## config.mk

```make
export PLATFORM = sky130hd
export DESIGN_NAME = spike_gate_sched_flat
export DESIGN_NICKNAME = d
export VERILOG_FILES = /design/src/rtl/spike_gate_sched_if.sv /design/src/rtl/spike_gate_sched.sv /design/src/flat_wrapper.sv
export SDC_FILE = /design/constraint.sdc
export NUM_CORES = 1
export LEC_CHECK = 0
export CELL_PAD_IN_SITES_DETAIL_PLACEMENT = 1
export CELL_PAD_IN_SITES_GLOBAL_PLACEMENT = 2
export CORE_MARGIN = 3
export CORE_UTILIZATION = 31
export DETAILED_ROUTE_END_ITERATION = 16
export HOLD_SLACK_MARGIN = 0.05
export PLACE_DENSITY = 0.94
export SETUP_SLACK_MARGIN = 0.02
export SYNTH_ARGS = -nofsm -noshare
export SYNTH_HDL_FRONTEND = slang
export SYNTH_SLANG_ARGS = --single-unit
export TNS_END_PERCENT = 1
```

## constraint.sdc

```tcl
create_clock -name clk -period 5.85 [get_ports clk]
set_input_delay 1.4625 -clock clk [delete_from_list [all_inputs] [get_ports clk]]
set_output_delay 1.4625 -clock clk [all_outputs]
set_load 0.05 [all_outputs]
```

## src/rtl/spike_gate_sched_if.sv

```systemverilog
// Bundle of requester, shared-gate and result signals for the spike-gate scheduler.
// The master side is the environment (requesters plus the gate itself); the slave side is the scheduler.
interface spike_gate_sched_if #(
  parameter int N_REQ = 4,
  parameter int DW    = 4,
  parameter int CW    = 8
);
  localparam int SW = (N_REQ > 1) ? $clog2(N_REQ) : 1;

  logic [N_REQ-1:0]    req;
  logic [N_REQ*DW-1:0] req_add;
  logic [N_REQ*DW-1:0] req_add2;
  logic [N_REQ-1:0]    ack;
  logic [DW-1:0]       gate_add;
  logic [DW-1:0]       gate_add2;
  logic [DW-1:0]       gate_out;
  logic                out_valid;
  logic [DW-1:0]       out_data;
  logic [SW-1:0]       out_src;
  logic                out_spike;
  logic [CW-1:0]       spike_cnt;
  logic                busy;

  modport master (
    output req, req_add, req_add2, gate_out,
    input  ack, gate_add, gate_add2, out_valid, out_data, out_src, out_spike, spike_cnt, busy
  );

  modport slave (
    input  req, req_add, req_add2, gate_out,
    output ack, gate_add, gate_add2, out_valid, out_data, out_src, out_spike, spike_cnt, busy
  );
endinterface

```

## src/rtl/spike_gate_sched.sv

```systemverilog
// Round-robin scheduler time-sharing one spike-gate unit among N_REQ requesters,
// returning each masked weight tagged with its source and a saturating spike count.
module spike_gate_sched #(
  parameter int N_REQ = 4,
  parameter int DW    = 4,
  parameter int CW    = 8
) (
  input  logic                clk,
  input  logic                rst_n,
  spike_gate_sched_if.slave   bus
);
  localparam int SW = (N_REQ > 1) ? $clog2(N_REQ) : 1;
  localparam logic [CW-1:0] CNT_MAX = '1;

  typedef enum logic [1:0] {IDLE, ISSUE, CAPTURE} state_t;

  state_t        state, next_state;
  logic [SW-1:0] last_grant;
  logic [SW-1:0] pick;
  logic [SW-1:0] cand;
  logic          found;

  // Search starts one past the previous winner so every holder of req is reached within N_REQ grants.
  always_comb begin
    found = 1'b0;
    pick  = last_grant;
    cand  = last_grant;
    for (int k = 1; k <= N_REQ; k++) begin
      cand = SW'((int'(last_grant) + k) % N_REQ);
      if (!found && bus.req[cand]) begin
        found = 1'b1;
        pick  = cand;
      end
    end
  end

  always_comb begin
    next_state = state;
    case (state)
      IDLE:    if (found) next_state = ISSUE;
      ISSUE:   next_state = CAPTURE;
      CAPTURE: next_state = IDLE;
      default: next_state = IDLE;
    endcase
  end

  always_ff @(posedge clk or negedge rst_n) begin
    if (!rst_n) state <= IDLE;
    else        state <= next_state;
  end

  // gate_add doubles as the latched trigger, so the spike decision ignores the weight.
  always_ff @(posedge clk or negedge rst_n) begin
    if (!rst_n) begin
      last_grant    <= SW'(N_REQ - 1);
      bus.gate_add  <= '0;
      bus.gate_add2 <= '0;
      bus.out_data  <= '0;
      bus.out_src   <= '0;
      bus.out_spike <= 1'b0;
      bus.out_valid <= 1'b0;
      bus.ack       <= '0;
      bus.spike_cnt <= '0;
    end else begin
      bus.ack       <= '0;
      bus.out_valid <= 1'b0;
      case (state)
        IDLE: begin
          if (found) begin
            bus.gate_add  <= bus.req_add[pick*DW +: DW];
            bus.gate_add2 <= bus.req_add2[pick*DW +: DW];
            last_grant    <= pick;
          end
        end
        CAPTURE: begin
          bus.out_data  <= bus.gate_out;
          bus.out_src   <= last_grant;
          bus.out_spike <= |bus.gate_add;
          bus.out_valid <= 1'b1;
          bus.ack       <= {{(N_REQ-1){1'b0}}, 1'b1} << last_grant;
          if (|bus.gate_add && bus.spike_cnt != CNT_MAX)
            bus.spike_cnt <= bus.spike_cnt + CW'(1);
        end
        default: ;
      endcase
    end
  end

  assign bus.busy = (state != IDLE);
endmodule
```

## src/flat_wrapper.sv

```systemverilog
// flat-port wrapper written by rule: the top's interface ports become plain ports
module spike_gate_sched_flat 
#(
  parameter int N_REQ = 4,
  parameter int DW    = 4,
  parameter int CW    = 8
)
  (clk, rst_n, bus_req, bus_req_add, bus_req_add2, bus_gate_out, bus_ack, bus_gate_add, bus_gate_add2, bus_out_valid, bus_out_data, bus_out_src, bus_out_spike, bus_spike_cnt, bus_busy);
  spike_gate_sched_if #(.N_REQ(N_REQ), .DW(DW), .CW(CW)) bus_i ();
  input  logic clk;
  input  logic rst_n;
  input wire logic [$bits(bus_i.req)-1:0] bus_req;
  input wire logic [$bits(bus_i.req_add)-1:0] bus_req_add;
  input wire logic [$bits(bus_i.req_add2)-1:0] bus_req_add2;
  input wire logic [$bits(bus_i.gate_out)-1:0] bus_gate_out;
  output wire logic [$bits(bus_i.ack)-1:0] bus_ack;
  output wire logic [$bits(bus_i.gate_add)-1:0] bus_gate_add;
  output wire logic [$bits(bus_i.gate_add2)-1:0] bus_gate_add2;
  output wire logic [$bits(bus_i.out_valid)-1:0] bus_out_valid;
  output wire logic [$bits(bus_i.out_data)-1:0] bus_out_data;
  output wire logic [$bits(bus_i.out_src)-1:0] bus_out_src;
  output wire logic [$bits(bus_i.out_spike)-1:0] bus_out_spike;
  output wire logic [$bits(bus_i.spike_cnt)-1:0] bus_spike_cnt;
  output wire logic [$bits(bus_i.busy)-1:0] bus_busy;
  assign bus_i.req = bus_req;
  assign bus_i.req_add = bus_req_add;
  assign bus_i.req_add2 = bus_req_add2;
  assign bus_i.gate_out = bus_gate_out;
  assign bus_ack = bus_i.ack;
  assign bus_gate_add = bus_i.gate_add;
  assign bus_gate_add2 = bus_i.gate_add2;
  assign bus_out_valid = bus_i.out_valid;
  assign bus_out_data = bus_i.out_data;
  assign bus_out_src = bus_i.out_src;
  assign bus_out_spike = bus_i.out_spike;
  assign bus_spike_cnt = bus_i.spike_cnt;
  assign bus_busy = bus_i.busy;
  spike_gate_sched #(.N_REQ(N_REQ), .DW(DW), .CW(CW)) u_core (.clk(clk), .rst_n(rst_n), .bus(bus_i));
endmodule
```

==> flow_summary_export.csv <==
group,metric,value,unit
placement,gp_congestion,0.7962,
sta,fmax,261.6,MHz
placement,place_ws,1752,ps
sta,fin_skew,5.664,ps
logic_synthesis,syn_area,2547,um2
clock_network,clockRootBuffer,"clkbuf_8",
sta,worst_slack,2027,ps
critical_path,path_cells,"clkdlybuf4s50_1 -> nor2_1 -> a211oi_2 -> a31oi_4 -> mux2_1 -> o2bb2ai_1",
logic_synthesis,yosys.area.top_type_share,29.47,%
placement,postPlaceCellArea,3271,um2
final_layout,fin_util,42.86,%
critical_path,worstPathMaxFanout,16,
hold_path,hold_path.class,"flop to flop",
floorplan,core,7848,um2
floorplan,die-area,9341,um2
clock_network,cts_max_path_buffers,2,
logic_synthesis,yosys-top-cells-count,"nand3_1 (32), dfrtp_1 (30), nand2_1 (27)",
floorplan,rows,32,
grt,grt_remaining_overflow,0,
floorplan,die_x,96.65,um
logic_synthesis,synth_cell_type_count,56,
clock_network,cts_tree,"yes",
critical_path,cp_top_family,"simple AND/OR/NAND/NOR gates",
grt,grt_start_max_net_pins,33,
drt,dr_wl_met3,330,um
clock_network,clkTransAtPathRegs,60,ps
drt,wire_per_inst,18.17,um
run,max-cap-violations,0,
logic_synthesis,syn_nets,335,
drt,wl_met1,3.765,mm
sta,hold_viol,0,
drt,ant_nets,0,
pwr,cellLeakagePower,0.001318,uW
final_layout,fill_cells,924,
clock_network,cts_made_buffers,5,
drt,remaining_drc_errors,0,
grt,grt_pass1_vias,2638,
clock_network,postCtsSetupBuffers,0,
final_layout,drive_gt1_share,9.538,%
logic_synthesis,ys_top_cells_by_area,"dfrtp_1 (29%), nand3_1 (6.3%), mux2_2 (4.9%), o211ai_1 (4.4%), nand2_1 (4.0%)",
grt,grt_pass1_wl,13.68,mm
sta,worst_pin_slew,924.2,ps
floorplan,pin_count,71,
placement,port-buffer-count,70,
clock_network,ctsHoldBuffers,0,
sta,final.min_clock_period,3823,ps
pwr,ir_drop,0.1475,mV
critical_path,slowest_stage,"nor2_1",
critical_path,crit_path_end_kind,"flop",
sta,setup_viol,0,
floorplan,start_util,32.46,%
drt,maxUsedRoutingLayer,"met4",
logic_synthesis,ys_seq_elements,32,
floorplan,dieHeight,96.65,um
critical_path,arrival,3980,ps
clock_network,clk_latency,280,ps
sta,fin_tns_setup,0,ps
logic_synthesis,synth_ff_type,"dfrtp_1",
grt,antenna_found_initial,0,
critical_path,cp-start-kind,"input pin",
pwr,finalPower,1827,uW
grt,track_usage,17.56,%
logic_synthesis,avgSynthCellArea,8.845,um2
drt,wl,8.139,mm
sta,final-max-slew-violation-count,0,
drt,first_pass_iters,4,
logic_synthesis,synth_most_common_cell,"nand3_1",
drt,wl_met2,3.980,mm
critical_path,cp_num_buf_inv,1,
sta,slew_headroom,38.16,%
clock_network,htree_levels,2,
sta,timing.final.crit_share,65.35,%
critical_path,crit_type,"input pin to flop",
logic_synthesis,yosysSeqAreaShare,31.53,%
critical_path,critPathMaxStageDelay,860,ps
logic_synthesis,synth_top_area_cell,"dfrtp_1",
logic_synthesis,synthArstFlopShare,100.0,%
final_layout,stdcell_area,3363,um2
drt,vias,2503,
clock_network,cts_sinks,32,
drt,drt_iter0_markers,156,
sta,rsz0062_at_grt,"false",
drt,vias_per_cell,5.587,
final_layout,n_antenna_cell,0,
pwr,power_density,543.1,nW/um2
logic_synthesis,syn_inst,288,
run_status,status,"finished, final reports clean",
placement,dpl.hpwl,6.173,mm
critical_path,crit_required,6010,ps
logic_synthesis,synth_edf_count,0,
logic_synthesis,yosysWarnings,0,
final_layout,layout.nets,392,
final_layout,area_growth,32.02,%
clock_network,post_cts_resized,0,
==> flip-flops by register name, indices dropped and copies added, names as in the netlist <==
signal and flops:
u_core.bus.out_data 4, u_core.bus.out_valid 1, u_core.bus.spike_cnt 8, u_core.bus.gate_add2 4, u_core.last_grant 2, u_core.bus.out_spike 1
u_core.bus.out_src 2, u_core.state 2, u_core.bus.ack 4, u_core.bus.gate_add 4
==> worst paths after layout <==
check / from / endpoint / slack (ps) / cells past startpoint
worst max-delay path: bus_req[0] / u_core.bus.gate_add2[1] / 2030 / 6
worst min-delay path: u_core.state[1] / u_core.state[1] / 460 / 1
worst max register to register: u_core.last_grant[0] / u_core.bus.gate_add2[1] / 2450 / 7
worst min register to register: u_core.state[1] / u_core.state[1] / 460 / 1
max in group asynchronous: rst_n / u_core.last_grant[1] / 3970 / 2
min in group asynchronous: rst_n / u_core.bus.out_src[0] / 1560 / 2
==> routing by layer <==
metal	up-vias	GRT usage (%)
met2	68	29.35
met3	8	2.884
met5	-	0
li1	1200	-
met4	0	4.968
met1	1227	23.39
==> final cells by class <==
type,count,area [um2],area share (%)
flip-flops and latches,32,803.3,23.88
well taps,102,127.6,3.795
multi-input cells,224,1587,47.17
inverters,10,37.54,1.116
repair buffers,72,715.7,21.28
clock buffers,6,82.58,2.455
clock inverters,2,10.01,0.2976
==> metrics by stage <==
stage / cells / hold slack, ps
6_report: 448 / 461.4
5_1_grt: 448 / 490.3
4_1_cts: 448 / 475.1
3_5_place_dp: 440 / 465.0
3_3_place_gp: 440 / 422.8
2_1_floorplan: 288 / 408.9
==> logic make-up after synthesis <==
logic type	after synthesis	share of synthesized area, %
AOI/OAI and AO/OA	87	25.05
and+or+nand+nor	101	20.92
adders and majority gates	5	2.456
xor gates and xnor gates	7	2.407
DFF	32	31.53
muxes	24	11.44
buffers and inverters	32	6.188
==> placed cells by master (no fill, tap or decap), types with 9 or more instances in the layout <==
| cell | netlist | routed |
|---|---|---|
| o211ai_1 | 15 | 15 |
| nand2_1 | 27 | 27 |
| a21oi_1 | 9 | 9 |
| nand3_1 | 32 | 32 |
| dfrtp_1 | 30 | 30 |
| mux2_2 | 11 | 11 |
| o21ai_0 | 17 | 17 |
| nand4_1 | 10 | 10 |
| o31ai_1 | 10 | 10 |
| clkdlybuf4s50_1 | 0 | 70 |
| inv_1 | 9 | 9 |
==> power breakdown <==
| group | switching [uW] | internal, uW |
|---|---|---|
| Sequential | 106 | 317 |
| Clock | 79.8 | 93.7 |
| Combinational | 766 | 464 |
(Power assumes the default switching activity.)
